--- config.mk ---
export PLATFORM = sky130hd
export DESIGN_NAME = xfer_host_master
export DESIGN_NICKNAME = d
export VERILOG_FILES = /design/src/rtl/xfer_pkg.sv /design/src/rtl/xfer_beat_counter.sv /design/src/rtl/xfer_host_master.sv
export SDC_FILE = /design/constraint.sdc
export NUM_CORES = 1
export LEC_CHECK = 0
export CORE_ASPECT_RATIO = 0.6
export CORE_MARGIN = 2
export CORE_UTILIZATION = 35
export DETAILED_ROUTE_END_ITERATION = 16
export DONT_BUFFER_PORTS = 1
export HOLD_SLACK_MARGIN = 0.02
export PLACE_DENSITY_LB_ADDON = 0.2
export RECOVER_POWER = 50
export SYNTH_ARGS = -nofsm -noshare
export SYNTH_HDL_FRONTEND = slang
export SYNTH_SLANG_ARGS = --single-unit
--- constraint.sdc ---
create_clock -name clock_host -period 4.8 [get_ports clock_host]
set_input_delay 0.48 -clock clock_host [delete_from_list [all_inputs] [get_ports clock_host]]
set_output_delay 0.48 -clock clock_host [all_outputs]
set_load 0.005 [all_outputs]
--- src/rtl/xfer_pkg.sv ---
// Shared constants and state encoding for the host page-transfer master
// and the buffer block it talks to.
package xfer_pkg;

    localparam int HDATA_WIDTH    = 32;
    localparam int UNIT_BUF_BY_4B = 1024;
    localparam int MAX_BUFQ_DEPTH = 4;
    localparam int POLL_LIMIT     = 255;
    localparam int GS_W           = 8;
    localparam int BEAT_W         = $clog2(UNIT_BUF_BY_4B) + 1;

    typedef enum logic [2:0] {
        IDLE,
        POLL_REQ,
        POLL_WAIT,
        XFER,
        DRAIN,
        DONE
    } xfer_state_t;

    // A write needs at least one free rx page; a read needs at least one
    // filled tx page, i.e. the free count must be below the queue depth.
    function automatic logic queue_ready(input logic is_write,
                                         input logic [GS_W-1:0] gs,
                                         input int depth);
        if (is_write)
            return gs != '0;
        else
            return gs != GS_W'(depth);
    endfunction

endpackage

--- src/rtl/xfer_beat_counter.sv ---
// Page beat counter: clear, saturating increment, last-beat and
// terminal-count flags.
module xfer_beat_counter
    import xfer_pkg::*;
#(
    parameter int LIMIT = UNIT_BUF_BY_4B,
    parameter int CNT_W = BEAT_W
) (
    input  logic             clock_host,
    input  logic             reset,
    input  logic             clear,
    input  logic             incr,
    output logic [CNT_W-1:0] count,
    output logic             at_last,
    output logic             terminal
);

    assign at_last  = (count == CNT_W'(LIMIT - 1));
    assign terminal = (count == CNT_W'(LIMIT));

    // NOTE: sequential state is assigned with <= so every flop samples the
    // pre-edge value of every other flop, independent of block ordering.
    always_ff @(posedge clock_host) begin
        if (reset || clear)
            count <= '0;
        else if (incr && !terminal)
            count <= count + 1'b1;
    end

endmodule

--- src/rtl/xfer_host_master.sv ---
// Moves one page per command between the local streams and the host
// buffer, polling the buffer's free count before touching any word.
module xfer_host_master #(
    parameter int HDATA_WIDTH    = xfer_pkg::HDATA_WIDTH,
    parameter int UNIT_BUF_BY_4B = xfer_pkg::UNIT_BUF_BY_4B,
    parameter int MAX_BUFQ_DEPTH = xfer_pkg::MAX_BUFQ_DEPTH,
    parameter int POLL_LIMIT     = xfer_pkg::POLL_LIMIT
) (
    input  logic                   clock_host,
    input  logic                   reset,

    input  logic                   cmd_valid,
    output logic                   cmd_ready,
    input  logic                   cmd_write,

    input  logic [HDATA_WIDTH-1:0] wr_data,
    input  logic                   wr_valid,
    output logic                   wr_ready,

    output logic [HDATA_WIDTH-1:0] rd_data,
    output logic                   rd_valid,
    input  logic                   rd_ready,

    output logic                   host_select,
    output logic                   hwrite_enable,
    output logic [HDATA_WIDTH-1:0] hostdata_out,
    output logic                   hostdata_oe,
    input  logic [HDATA_WIDTH-1:0] hostdata_in,

    output logic                   gs_select,
    output logic                   gs_write_enable,
    input  logic [7:0]             gs_in,
    input  logic                   gs_in_valid,

    output logic                   done,
    output logic                   done_err
);

    import xfer_pkg::*;

    localparam int CNT_W  = $clog2(UNIT_BUF_BY_4B) + 1;
    localparam int POLL_W = $clog2(POLL_LIMIT + 1);

    xfer_state_t       state, state_nxt;
    logic              is_write;
    logic              err_flag;
    logic [POLL_W-1:0] poll_cnt;
    logic [POLL_W-1:0] poll_cnt_nxt;
    logic              accept;
    logic              poll_fail;
    logic              poll_abort;

    logic              beat;
    logic              beat_clear;
    logic [CNT_W-1:0]  beat_count;
    logic              beat_last;
    logic              beat_terminal;

    assign accept       = (state == IDLE) && cmd_valid;
    assign poll_cnt_nxt = poll_cnt + 1'b1;
    assign poll_fail    = (state == POLL_WAIT) && gs_in_valid
                          && !queue_ready(is_write, gs_in, MAX_BUFQ_DEPTH);
    assign poll_abort   = poll_fail && (poll_cnt_nxt == POLL_W'(POLL_LIMIT));

    xfer_beat_counter #(
        .LIMIT (UNIT_BUF_BY_4B),
        .CNT_W (CNT_W)
    ) u_beat_counter (
        .clock_host (clock_host),
        .reset      (reset),
        .clear      (beat_clear),
        .incr       (beat),
        .count      (beat_count),
        .at_last    (beat_last),
        .terminal   (beat_terminal)
    );

    always_ff @(posedge clock_host) begin
        if (reset) begin
            state    <= IDLE;
            is_write <= 1'b0;
            err_flag <= 1'b0;
            poll_cnt <= '0;
        end else begin
            state <= state_nxt;
            if (accept) begin
                is_write <= cmd_write;
                err_flag <= 1'b0;
                poll_cnt <= '0;
            end else if (poll_fail) begin
                poll_cnt <= poll_cnt_nxt;
                if (poll_abort)
                    err_flag <= 1'b1;
            end
        end
    end

    // Read return path: one word back per issued read strobe, one cycle
    // later. The data register is reset too so rd_data reads 0 after reset.
    always_ff @(posedge clock_host) begin
        if (reset) begin
            rd_valid <= 1'b0;
            rd_data  <= '0;
        end else begin
            rd_valid <= host_select && !hwrite_enable;
            if (host_select && !hwrite_enable)
                rd_data <= hostdata_in;
        end
    end

    // NOTE: every output of this block is given a default before the case,
    // so no path leaves a signal unassigned and no latch is inferred.
    always_comb begin
        state_nxt       = state;
        cmd_ready       = 1'b0;
        gs_select       = 1'b0;
        gs_write_enable = 1'b0;
        host_select     = 1'b0;
        hwrite_enable   = 1'b0;
        hostdata_oe     = 1'b0;
        hostdata_out    = '0;
        wr_ready        = 1'b0;
        done            = 1'b0;
        done_err        = 1'b0;
        beat            = 1'b0;
        beat_clear      = 1'b0;

        case (state)
            IDLE: begin
                cmd_ready = 1'b1;
                if (cmd_valid) begin
                    beat_clear = 1'b1;
                    state_nxt  = POLL_REQ;
                end
            end
            POLL_REQ: begin
                gs_select       = 1'b1;
                gs_write_enable = is_write;
                state_nxt       = POLL_WAIT;
            end
            POLL_WAIT: begin
                if (gs_in_valid) begin
                    if (!poll_fail)
                        state_nxt = XFER;
                    else if (poll_abort)
                        state_nxt = DONE;
                    else
                        state_nxt = POLL_REQ;
                end
            end
            XFER: begin
                if (is_write) begin
                    wr_ready = 1'b1;
                    if (wr_valid && !beat_terminal) begin
                        beat          = 1'b1;
                        host_select   = 1'b1;
                        hwrite_enable = 1'b1;
                        hostdata_oe   = 1'b1;
                        hostdata_out  = wr_data;
                        if (beat_last)
                            state_nxt = DONE;
                    end
                end else if (rd_ready && !beat_terminal) begin
                    beat        = 1'b1;
                    host_select = 1'b1;
                    if (beat_last)
                        state_nxt = DRAIN;
                end
            end
            DRAIN: begin
                state_nxt = DONE;
            end
            DONE: begin
                done      = 1'b1;
                done_err  = err_flag;
                state_nxt = IDLE;
            end
            default: begin
                state_nxt = IDLE;
            end
        endcase
    end

endmodule

After elaboration in Yosys (flattened, before gate mapping):

Cells that the tools add are included.

* $add $sub $neg: 2
* equality and inequality tests: 14
* mux-type cells: 29
* reduce and logical (&&, ||, !) cells: 17

Operators by type and width (count)
* $mux 32: 3
* $mux 3: 9
* $mux 1: 16
* $pmux 3 s5: 1
* $add 11x1->11 const B: 1
* $eq 11x10->1 const B: 1
* $eq 11x11->1 const B: 1
* $add 8x1->8 const B: 1
* $eq 8x8->1 const B: 1
* $logic_and 1x1->1: 8
* $ne 8x3->1 const B: 1
* $reduce_bool 8->1: 1
* $eq 3x2->1 const B: 2
* $eq 3x3->1 const B: 2
* $ne 2x2->1 const B: 3
* $ne 3x3->1 const B: 2
* $reduce_and 5->1: 1
* $eq 3x1->1 const B: 1
* $logic_not 1->1: 3
* $logic_not 3->1: 1
* $reduce_and 2->1: 1
* $reduce_or 2->1: 1
* $logic_or 1x1->1: 1

* bits in registers: 57
* output and inout bits: 74
* word-level logic and storage cells: 69

Longest topological paths before layout:

* depth after elaboration: 9
* depth in mapped cells: 7
* depth with buffers taken out: 6

Cells and area by module:

Synthesis repeated with hierarchy kept, for this count alone.

* cell total of the unflattened synthesis: 351
* area total of the unflattened synthesis: 2837.7 sq um

By module, submodules not included
* xfer_host_master: times used 1, cells each 283, area an instance 2259.7 sq um
* xfer_beat_counter: times used 1, cells each 68, area an instance 578.1 sq um

Least setup slack after synthesis:

Ideal clock, no wire load.

* kind: register to output
* start point: reg state[2]
* end point: out hostdata_out[10]
* data arrival time: 1.507 ns
* data required time: 4.320 ns
* path slack: 2.813 ns
* stages on the path, launching flop included: 7
* cells stage by stage: dfxtp_1 > buf_2 > nand3b_1 > a41oi_1 > and3_1 > clkbuf_1 > and2_1

* word-level cells in the longest chain between the ends: 2

RTL lines
* from (decl): RTL line xfer_host_master.sv:44 `xfer_state_t state, state_nxt;`
* from (signal assigned): RTL line xfer_host_master.sv:85 `state <= state_nxt;`
* $eq 3x2->1: RTL line xfer_host_master.sv:128 `case (state)`
* $mux 32: RTL line xfer_host_master.sv:128
* to (decl): RTL line xfer_host_master.sv:26 `output logic [HDATA_WIDTH-1:0] hostdata_out,`

Every way passes these cells.

Worst setup path after layout:

* start point: reg state[1]
* end point: out hostdata_out[30]

The elaborated chain is that of the path after synthesis.

==> out/metrics.csv <==
metric,value,unit
hold_buffers,0,
critPathLaunchType,flop,
antenna_found_initial,0,
rr_worst_depth,6,
dr.pass1.iters,4,
path_clk_slew,50,ps
critPathCaptureType,output port,
required,4320,ps
setup_viol,0,
power_frac_comb,6.6,%
period_share,59.4,%
synth_area,0.00271,mm^2
insertion_delay,320,ps
powerDensity,410,mW/mm^2
wire_per_inst,14.9,um
r2r_end,rd_data[23]$_SDFFE_PP0P_,
cts_buffer_depth,2,
period_needed,2850,ps
ys_seq_elements,57,
synth-edff-count,0,
max_freq,0.351,GHz
drc,0,
synth-compound-area-share,11.1,%
grt_pass1_wl,10100,um
synthMuxAreaShare,1.15,%
hold_class,input port to flop,
viasPerCell,5.08,
synth_top_family_by_area,simple AND/OR/NAND/NOR gates,
seqPwrFrac,40.6,%
vias,2233,
ys_top_cells_by_count,"nand2_1 (75), dfxtp_1 (57), a21oi_1 (39)",
seq_area_frac_synth,42.1,%
yosysMostFrequentCell,nand2_1,
hp-start,reset,
slew_viol_final,0,
r2r_start,u_beat_counter.count[6]$_SDFFE_PP0P_,
fill_cells,784,
synthAdderAreaFrac,1.85,%
syn_area_per_cell,7.97,um^2
overflow,0,
vdd_drop_max,0.000163,V
yosys_warnings,0,
numPortBuffers,0,
antenna_left,0,
crit_start,state[1]$_SDFFE_PP0P_,
drive_above_1_share,6.85,%
power.leakage,1.06,nW
max_slew_margin,3.45,%
worst-path-max-fanout,34,
tightestPinTransition,1450,ps
cts_buffers,9,
yosysUniqueCellTypes,42,
core_area,0.00739,mm^2
synth-xor-area-share,5.82,%
ios,153,
die_h,72.2,um
start_util,36.7,%
worstPathArrival,2370,ps
synthSimpleGateAreaFrac,32.7,%
synth_largest_area_cell,dfxtp_1,
hold_viol,0,
cts-htree-levels,3,
syn_to_final_growth,12.7,%
fp.dieArea,0.00849,mm^2
cts.repair.resized,0,
netlist_instances,340,
path_class,flop to output port,
rows,24,
skew,4.58,ps
rsz0062_at_grt,false,
holdPathEnd,rd_data[19]$_SDFFE_PP0P_,
r2r_setup_slack,2100,ps
clock-sinks,57,
grt_pass1_vias,2020,
tritoncts,done,
layout.nets,414,
synthFlopType,dfxtp_1,
tns,0,ps
switchingPower,282,uW
clockRootBuffer,clkbuf_16,
min_path_cells,1,
total_power,1.25,mW
syn_nets,423,
dp_hpwl,4850,um
grt.total_usage,15.3,%
maxCapViolCount,0,
cts_setup_buffers,0,
grt_max_degree,37,
n_antenna_cell,0,
internal_power,970,uW
synthTopCellsByArea,"dfxtp_1 (42%), nand2_1 (10%), and2_1 (8.1%)",
die-width,118,um
gp_congestion,0.812,
synth_top_area_share,42.1,%
drt_iter0_markers,132,
swShare,22.5,%
p_clk_share,52.7,%
ys_async_sr_fraction,0,%
wl,6540,um
status,finished clean,
[area by class of cell]
cell class	count	area, um^2	share of cell area, %
clock buffer	10	229	7.50
timing repair buffer	2	11.3	0.369
clock inverter	6	82.6	2.70
tap	104	130	4.26
sequential	57	1140	37.4
inverter	7	26.3	0.861
multi-input combinational	254	1430	46.9
[worst max path at each step]
stage | cells past startpoint | endpoint
2_1_floorplan | 6 | hostdata_out[10]
3_3_place_gp | 5 | hostdata_out[22]
3_5_place_dp | 4 | hostdata_out[30]
4_1_cts | 4 | hostdata_out[30]
5_1_grt | 4 | hostdata_out[23]
6_report | 4 | hostdata_out[30]
[power by group through the flow]
stage	combinational (mW)	sequential, mW	clock (mW)
after floorplan	0.0818	0.507	0
after detailed placement	0.0856	0.518	0
after global routing	0.0944	0.511	0.701
final	0.0829	0.509	0.660
after global placement	0.0841	0.517	0
after CTS	0.0852	0.508	0.684
[layout by cell type, fill, tap and decap left out, types with 2 or more instances in the layout]
cell type	Yosys	routed
and3b_1	3	3
bufinv_16	0	2
nor4_1	4	4
nand2_1	75	75
inv_1	7	7
ha_1	4	4
nand3_1	11	11
clkbuf_16	0	9
nand2b_1	2	2
and2_0	0	3
nor2_2	3	3
o21ai_0	2	2
nand4_1	5	5
o21a_1	3	3
xor2_1	10	10
mux2i_1	2	2
xnor2_1	8	8
nor2_1	23	23
a21oi_1	39	39
nor3_1	3	3
clkinv_2	0	3
and3_1	3	3
nand3b_1	2	2
clkbuf_1	8	2
dfxtp_1	57	57
and2_1	35	32
[sequential cells by signal, summed over array words and instances, names as in the netlist]
name                  count
rd_data                  32
u_beat_counter.count     11
poll_cnt                  8
state                     3
err_flag                  1
is_write                  1
rd_valid                  1
[cells by family after synthesis]
logic type	Yosys count
muxes	3
adders and majority gates	4
DFF	57
xor gates and xnor gates	18
buffers and inverters	29
AOI/OAI and AO/OA	53
and+or+nand+nor	176
[worst max-delay path: stages (launching register included)]
cell,delay [ps]
dfxtp_1,470
nand3b_1,200
a41oi_1,350
and3_1,750
and2_1,270
[through the flow]
| stage | instances | cell area, um^2 | setup slack [ps] | utilization [%] | hold slack, ps |
|---|---|---|---|---|---|
| 2_1_floorplan | 340 | 2710 | 2810 | - | 421 |
| 3_3_place_gp | 424 | 2750 | 2440 | 37.2 | 430 |
| 3_5_place_dp | 424 | 2750 | 2290 | 37.2 | 450 |
| 4_1_cts | 440 | 3060 | 1920 | 41.4 | 201 |
| 5_1_grt | 440 | 3050 | 1670 | 41.3 | 201 |
| 6_report | 440 | 3050 | 1950 | 41.3 | 224 |
[routing by layer]
layer,GRT usage [%],up-vias,wire (um)
met5,0,-,0
met4,6.43,0,110
met3,6.92,11,489
met2,19.6,78,2720
met1,21.7,1037,3220
li1,-,1107,-
(Power assumes the default switching activity.)
